==> src/rtl/oram_avalon_bridge.sv <==
// Purpose : Avalon-MM word slave bridged onto a block-granular ORAM core; word writes use read-modify-write.
// Latency : read = accept + RD_ISSUE + core wait + RESP; write = accept + read leg + MERGE + write leg.
// Backpr. : waitrequest is low only in IDLE; the core's completion time is unbounded and stalls the slave.
// Ports   : clock/reset (async active-low); avs_data_* Avalon-MM slave; rw_block_number, rw_indicator,
//           input_ready, w_value command the core; r_value and output_ready return its results.
module oram_avalon_bridge #(
    parameter int  ADDRESS_WIDTH   = 4,
    parameter int  BYTE_WIDTH      = 8,
    parameter int  BYTES_PER_WORD  = 4,
    parameter int  BYTES_PER_BLOCK = 8,
    localparam int WORDS_PER_BLOCK = BYTES_PER_BLOCK / BYTES_PER_WORD,
    localparam int OFS_W           = $clog2(WORDS_PER_BLOCK),
    localparam int TREE_DEPTH      = ADDRESS_WIDTH - OFS_W,
    localparam int WORD_W          = BYTES_PER_WORD * BYTE_WIDTH,
    localparam int BLOCK_W         = BYTES_PER_BLOCK * BYTE_WIDTH
) (
    input  logic                      clock,
    input  logic                      reset,
    input  logic [ADDRESS_WIDTH-1:0]  avs_data_address,
    input  logic [BYTES_PER_WORD-1:0] avs_data_byteenable,
    input  logic                      avs_data_read,
    input  logic                      avs_data_write,
    input  logic [WORD_W-1:0]         avs_data_writedata,
    output logic [WORD_W-1:0]         avs_data_readdata,
    output logic                      avs_data_readdatavalid,
    output logic                      avs_data_waitrequest,
    output logic [TREE_DEPTH-1:0]     rw_block_number,
    output logic                      rw_indicator,
    output logic                      input_ready,
    output logic [BLOCK_W-1:0]        w_value,
    input  logic [BLOCK_W-1:0]        r_value,
    input  logic                      output_ready
);

    // Offset register is kept at least one bit wide; it is constant zero for single-word blocks.
    localparam int OFS_WX      = (OFS_W > 0) ? OFS_W : 1;
    localparam bit SINGLE_WORD = (WORDS_PER_BLOCK == 1);

    localparam logic [2:0] S_IDLE     = 3'd0;
    localparam logic [2:0] S_RD_ISSUE = 3'd1;
    localparam logic [2:0] S_RD_WAIT  = 3'd2;
    localparam logic [2:0] S_MERGE    = 3'd3;
    localparam logic [2:0] S_WR_ISSUE = 3'd4;
    localparam logic [2:0] S_WR_WAIT  = 3'd5;
    localparam logic [2:0] S_RESP     = 3'd6;

    logic [2:0]                r_state;
    logic [TREE_DEPTH-1:0]     r_blk_num;
    logic [OFS_WX-1:0]         r_ofs;
    logic [BYTES_PER_WORD-1:0] r_be;
    logic [WORD_W-1:0]         r_wdata;
    logic                      r_is_wr;
    logic                      r_rw;
    logic [BLOCK_W-1:0]        r_blk_data;
    logic [BLOCK_W-1:0]        r_wval;
    logic [WORD_W-1:0]         r_rdata;

    logic [TREE_DEPTH-1:0]     w_blk;
    logic [OFS_WX-1:0]         w_ofs;
    logic [WORD_W-1:0]         w_rd_word;
    logic [BLOCK_W-1:0]        w_merged;
    logic                      w_accept;
    logic                      w_direct_wr;

    generate
        if (OFS_W > 0) begin : g_ofs
            assign w_blk = avs_data_address[ADDRESS_WIDTH-1:OFS_W];
            assign w_ofs = avs_data_address[OFS_W-1:0];
        end else begin : g_no_ofs
            assign w_blk = avs_data_address;
            assign w_ofs = '0;
        end
    endgenerate

    assign w_accept    = (r_state == S_IDLE) && (avs_data_read || avs_data_write);
    // A full-lane write into a one-word block overwrites everything, so the read leg is pointless.
    assign w_direct_wr = avs_data_write && SINGLE_WORD && (&avs_data_byteenable);

    // Word selected from the block the core is returning right now.
    always_comb begin
        w_rd_word = '0;
        for (int k = 0; k < WORDS_PER_BLOCK; k++) begin
            if (OFS_WX'(k) == r_ofs) begin
                w_rd_word = r_value[k*WORD_W +: WORD_W];
            end
        end
    end

    // Captured block with only the enabled lanes of the addressed word replaced.
    always_comb begin
        w_merged = r_blk_data;
        for (int k = 0; k < WORDS_PER_BLOCK; k++) begin
            for (int i = 0; i < BYTES_PER_WORD; i++) begin
                if ((OFS_WX'(k) == r_ofs) && r_be[i]) begin
                    w_merged[k*WORD_W + i*BYTE_WIDTH +: BYTE_WIDTH] = r_wdata[i*BYTE_WIDTH +: BYTE_WIDTH];
                end
            end
        end
    end

    always_ff @(posedge clock or negedge reset) begin
        if (!reset) begin
            r_state    <= S_IDLE;
            r_blk_num  <= '0;
            r_ofs      <= '0;
            r_be       <= '0;
            r_wdata    <= '0;
            r_is_wr    <= 1'b0;
            r_rw       <= 1'b0;
            r_blk_data <= '0;
            r_wval     <= '0;
            r_rdata    <= '0;
        end else begin
            case (r_state)
                S_IDLE: begin
                    if (w_accept) begin
                        r_blk_num <= w_blk;
                        r_ofs     <= w_ofs;
                        r_be      <= avs_data_byteenable;
                        r_wdata   <= avs_data_writedata;
                        // Simultaneous read+write is treated as a write.
                        r_is_wr   <= avs_data_write;
                        if (w_direct_wr) begin
                            r_wval  <= BLOCK_W'(avs_data_writedata);
                            r_rw    <= 1'b1;
                            r_state <= S_WR_ISSUE;
                        end else begin
                            r_rw    <= 1'b0;
                            r_state <= S_RD_ISSUE;
                        end
                    end
                end
                S_RD_ISSUE: r_state <= S_RD_WAIT;
                S_RD_WAIT: begin
                    if (output_ready) begin
                        r_blk_data <= r_value;
                        if (r_is_wr) begin
                            r_state <= S_MERGE;
                        end else begin
                            r_rdata <= w_rd_word;
                            r_state <= S_RESP;
                        end
                    end
                end
                S_MERGE: begin
                    r_wval  <= w_merged;
                    r_rw    <= 1'b1;
                    r_state <= S_WR_ISSUE;
                end
                S_WR_ISSUE: r_state <= S_WR_WAIT;
                S_WR_WAIT: begin
                    if (output_ready) begin
                        r_state <= S_IDLE;
                    end
                end
                S_RESP:  r_state <= S_IDLE;
                default: r_state <= S_IDLE;
            endcase
        end
    end

    assign avs_data_waitrequest   = (r_state != S_IDLE);
    assign avs_data_readdatavalid = (r_state == S_RESP);
    assign avs_data_readdata      = r_rdata;
    assign input_ready            = (r_state == S_RD_ISSUE) || (r_state == S_WR_ISSUE);
    assign rw_indicator           = r_rw;
    assign rw_block_number        = r_blk_num;
    assign w_value                = r_wval;

endmodule
==> config.mk <==
export PLATFORM = sky130hd
export DESIGN_NAME = oram_avalon_bridge
export DESIGN_NICKNAME = d
export VERILOG_FILES = /design/src/rtl/oram_avalon_bridge.sv
export SDC_FILE = /design/constraint.sdc
export NUM_CORES = 1
export LEC_CHECK = 0
export CAP_MARGIN = 10
export CELL_PAD_IN_SITES_DETAIL_PLACEMENT = 1
export CELL_PAD_IN_SITES_GLOBAL_PLACEMENT = 1
export CORE_MARGIN = 2
export CORE_UTILIZATION = 39
export CTS_CLUSTER_SIZE = 30
export DETAILED_ROUTE_END_ITERATION = 12
export HOLD_SLACK_MARGIN = 0.12
export PLACE_DENSITY_LB_ADDON = 0.1
export SYNTH_ARGS = -nofsm -noshare
export SYNTH_HDL_FRONTEND = slang
export SYNTH_SLANG_ARGS = --single-unit
==> constraint.sdc <==
create_clock -name clock -period 4.5 [get_ports clock]
set_input_delay 0.45 -clock clock [delete_from_list [all_inputs] [get_ports clock]]
set_output_delay 0.45 -clock clock [all_outputs]
set_load 0.01 [all_outputs]
# After elaboration in Yosys (flattened, before gate mapping)
# Index checks and enable logic that the tools add are counted.
# word_totals
reg_bits,205
input_bits,109
elab_cells,56
# op_classes
n_eq_ne,9
muxes,16
bitwise_logic,2
reduce_logical,19
# ops
operator,n
2-to-1 mux 8 bit,8
2-to-1 mux 32 bit,1
one-hot mux 3 bit (6 select lines),1
2-to-1 mux 3 bit,4
"equality test 3 bit, second input constant",3
logical AND 1 bit,9
"equality test 3 x 2 -> 1 bit, second input constant",2
"inequality test 2 bit, second input constant",3
AND reduction 2 bit,3
AND reduction 3 bit,2
"equality test 3 x 1 -> 1 bit, second input constant",1
zero test 3 bit,1
nonzero test 3 bit,1
logical OR 1 bit,2
NOT 1 bit,2
one-hot mux 1 bit (2 select lines),1
nonzero test 2 bit,1
2-to-1 mux 1 bit,1

# Longest topological paths before layout
# depth
depth_word,4
depth_mapped,7
depth_no_buf,4

# Worst setup path after synthesis
# No wires, ideal clock.
# synth_timing
path_type,flip-flop to flip-flop
from,register r_state[2]
to,register r_be[0]
arrival_time_ns,1.436
required_time_ns,4.375
setup_slack_ns,2.939
path_stages_with_launch,7
path_buffers,2
cell_sequence,dfrtp_1 buf_6 nor3_4 inv_2 nor2_8 buf_12 mux2_4
# synth_between
elab_chain_cells,3
# synth_lines
element,line_no,source
start: declaration,47,logic [2:0] r_state;
start signal: assignment,103,r_state <= S_IDLE;
start signal: assignment,126,r_state <= S_WR_ISSUE;
start signal: assignment,129,r_state <= S_RD_ISSUE;
zero test 3 bit *,"75, 114",
logical AND 1 bit,75,assign w_accept = (r_state == S_IDLE) && (avs_data_read || avs_data_write);
AND reduction 2 bit (no line) *,--,
end signal: assignment,119,r_be <= avs_data_byteenable;
end: declaration,50,logic [BYTES_PER_WORD-1:0] r_be;
# Mark *: on every way between the ends. The rest lies on a longest branch, timed or not.
# A chain may end at the register's enable or synchronous reset.

# Worst setup path in the final report
# layout_timing
from,register r_state[0]
to,register r_rdata[21] (netlist: avs_data_readdata[21])
# layout_between
elab_chain_cells,2
# layout_lines
element,line_no,source
equality test 3 x 2 -> 1 bit,114,case (r_state)
AND reduction 3 bit (no line),--,
end signal: assignment,140,r_rdata <= w_rd_word;
end: declaration,56,logic [WORD_W-1:0] r_rdata;
# Every way passes these cells.

==> out/metrics.yaml <==
r2r_start: "r_state[0]"
min_from: "r_blk_data[20]"
syn_inst: 811
cp_common_cell: "o21ai_1"
antenna_found_initial: 0
slowest_delay_ns: 0.85
die_height_microns: 155
power_density_nw_per_um2: 730
run_status: "completed"
fp.dieW_microns: 155
fin_cells: 1307
synth_area_sq_um: 8840
syn_avg_cell_area_sq_um: 10.9
clock_latency_ns: 0.50
crit_fanout: 55
hold_class: "reg -> reg"
reg2reg_to: "avs_data_readdata[21]"
clkSinkCount: 205
fmax_mhz: 406
dp_cells: 1262
drv_slew: 0
fillCellCount: 2432
cts_tree: "built"
max-clock-path-buffers: 3
ant_nets: 0
grt_usage: 0.209
layout_setup_ws_ns: 2.04
fin_nets: 1113
maxSlewHeadroom: 0.219
ctsHtreeMaxLevel: 1
synth.yosys.seq_area_share: 0.580
crit_slowest_cell: "nand4bb_4"
path_class: "reg -> reg"
avgRoutedWirePerCell_microns: 18.8
die_area_sq_um: 23900
reg2regPathDepth: 4
initial_utilization: 0.394
root_buffer: "clkbuf_16"
setup_violations: 0
routed_wl_mm: 24.5
tightest_slew_ns: 1.17
num_vias: 6531
p_total_mw: 8.72
drv_cap: 0
drtIter0Drc: 201
grt_pass1_wl_mm: 39.6
area_growth_syn_to_layout_pct: 35.1
whs_path_depth: 2
cp.arrival_ns: 2.81
place_area_sq_um: 11100
yosys.area.top_type: "dfrtp_1"
fin_crit_ns: 2.46
p_leak_nw: 5.71
gp_congestion: 0.735
coreArea_sq_um: 22400
drc: 0
io-pin-count: 212
port_buffers: 211
worst_setup_path_start_kind: "flop"
numCtsBuffers: 24
synth_top_area_frac: 0.580
hold_viol_final: 0
setup_tns_ns: 0
synth-seq-cells: 205
preCtsSetupSlack_ns: 1.67
grt_max_degree: 100
ys.warnings.count: 0
whs_endpoint: "r_blk_data[20]"
grt_pass1_vias: 7111
ir_worst_vdd_mv: 0.299
gr-total-overflow: 0
drt-pass1-iter-count: 4
dp_hpwl_mm: 16.0
viasPerCell: 5.00
synth_area_leaders: "dfrtp_1 (58%), nand2_1 (11%), mux2i_1 (11%), mux2_4 (6.8%), o21ai_1 (4.9%)"
skew_ns: 0.00668
synth_fp_nets: 920
rsz0062_at_grt: "false"
fin_crit_sh: 0.547
cts.clk_slew.worst_paths_ns: 0.06
postCtsSetupRepairBufs: 0
ys_types: 26
crit_chain: "nand4bb_4 > buf_4 > o21ai_1 > o21ai_1"
crit_required_ns: 4.85
row_count: 55
post-route-cell-area_sq_um: 11900
r2r_slack_ns: 2.04
diodes: 0
drive_gt1_frac: 0.0939
cp-end-kind: "flop"
stage by stage:
stage | utilization | hold WS [ns]
CTS | 0.532 | 0.480
detailed placement | 0.494 | 0.466
finish | 0.532 | 0.474
global placement | 0.494 | 0.456
global route | 0.532 | 0.495
floorplan | - | 0.154
synth_stat cells (all sizes together):
master,number
nand3b,2
and4bb,1
inv,1
mux2i,96
nor2,4
o21ai,132
nand2,264
dfrtp,205
and3b,1
xnor2,2
nand2b,4
nand4bb,1
a22o,1
nor2b,2
nor3,1
mux2,40
clkbuf,13
a2bb2oi,1
buf,40
what timing repair did:
item                                   4_1_cts  5_1_grt
gates resized for setup                      0        0
hold buffers                                 1        0
endpoints found under the hold margin       68        0
worst max-delay path by stage:
stage | depth (start not counted) | start | to
after CTS | 4 | r_state[0] | avs_data_readdata[21]
after global routing | 4 | r_state[0] | avs_data_readdata[17]
after detailed placement | 5 | output_ready | avs_data_readdata[21]
final | 4 | r_state[0] | avs_data_readdata[21]
after floorplan | 6 | r_state[2] | r_be[0]
after global placement | 5 | output_ready | avs_data_readdata[17]
report_power, final:
part | leakage, nW | switching [mW] | internal, mW | total (mW)
combinational | 2.72 | 1.63 | 1.79 | 3.41
clock | 0.418 | 0.768 | 1.28 | 2.05
sequential | 2.57 | 0.581 | 2.67 | 3.25
layout by cell type, fill, tap and decap left out, drive strengths merged, types with 2 or more instances in the layout:
cell type and count:
clkbuf 36, dfrtp 205, bufinv 3, mux2 40, nor2b 2, clkinv 5
nand2b 4, mux2i 96, nor2 4, nand2 264, buf 8, clkdlybuf4s50 210
xnor2 2, o21ai 132, nand3b 2
flip-flops by register name, indices dropped and copies added, names as in the netlist:
| register | flops |
|---|---|
| r_blk_data | 64 |
| w_value | 64 |
| avs_data_readdata | 32 |
| r_wdata | 32 |
| r_be | 4 |
| r_state | 3 |
| rw_block_number | 3 |
| r_is_wr | 1 |
| r_ofs | 1 |
| rw_indicator | 1 |
worst max-delay path, delay by kind of cell (launching register included):
kind,cells,cell delay [ns]
DFF,1,0.51
AOI/OAI and AO/OA,2,0.30
buffers and inverters,1,0.58
and+or+nand+nor,1,0.85
cell families (layout without fill, tap and decap cells):
logic type | count (synthesis) | count (layout) | synth area share
flops | 205 | 205 | 0.580
compound gates | 134 | 134 | 0.0767
buf+inv | 54 | 265 | 0.0370
xor+xnor | 2 | 2 | 0.00198
simple gates | 280 | 280 | 0.127
mux | 136 | 136 | 0.177
layout make-up:
class,count,area [sq um],share of cell area
Sequential cell,205,5130,0.430
Timing Repair Buffer,220,2200,0.184
Multi-Input combinational cell,552,3400,0.285
Clock inverter,9,123,0.0103
Tap cell,285,357,0.0299
Clock buffer,35,723,0.0606
Inverter,1,3.75,0.000314
per-layer routing:
metal,GRT usage,vias up,share of wire
met3,0.0426,29,0.052
met4,0.0401,0,0.013
met2,0.352,149,0.48
met1,0.282,3257,0.45
met5,0,-,0
li1,-,3096,-
Power figures use the tool's default switching activity.
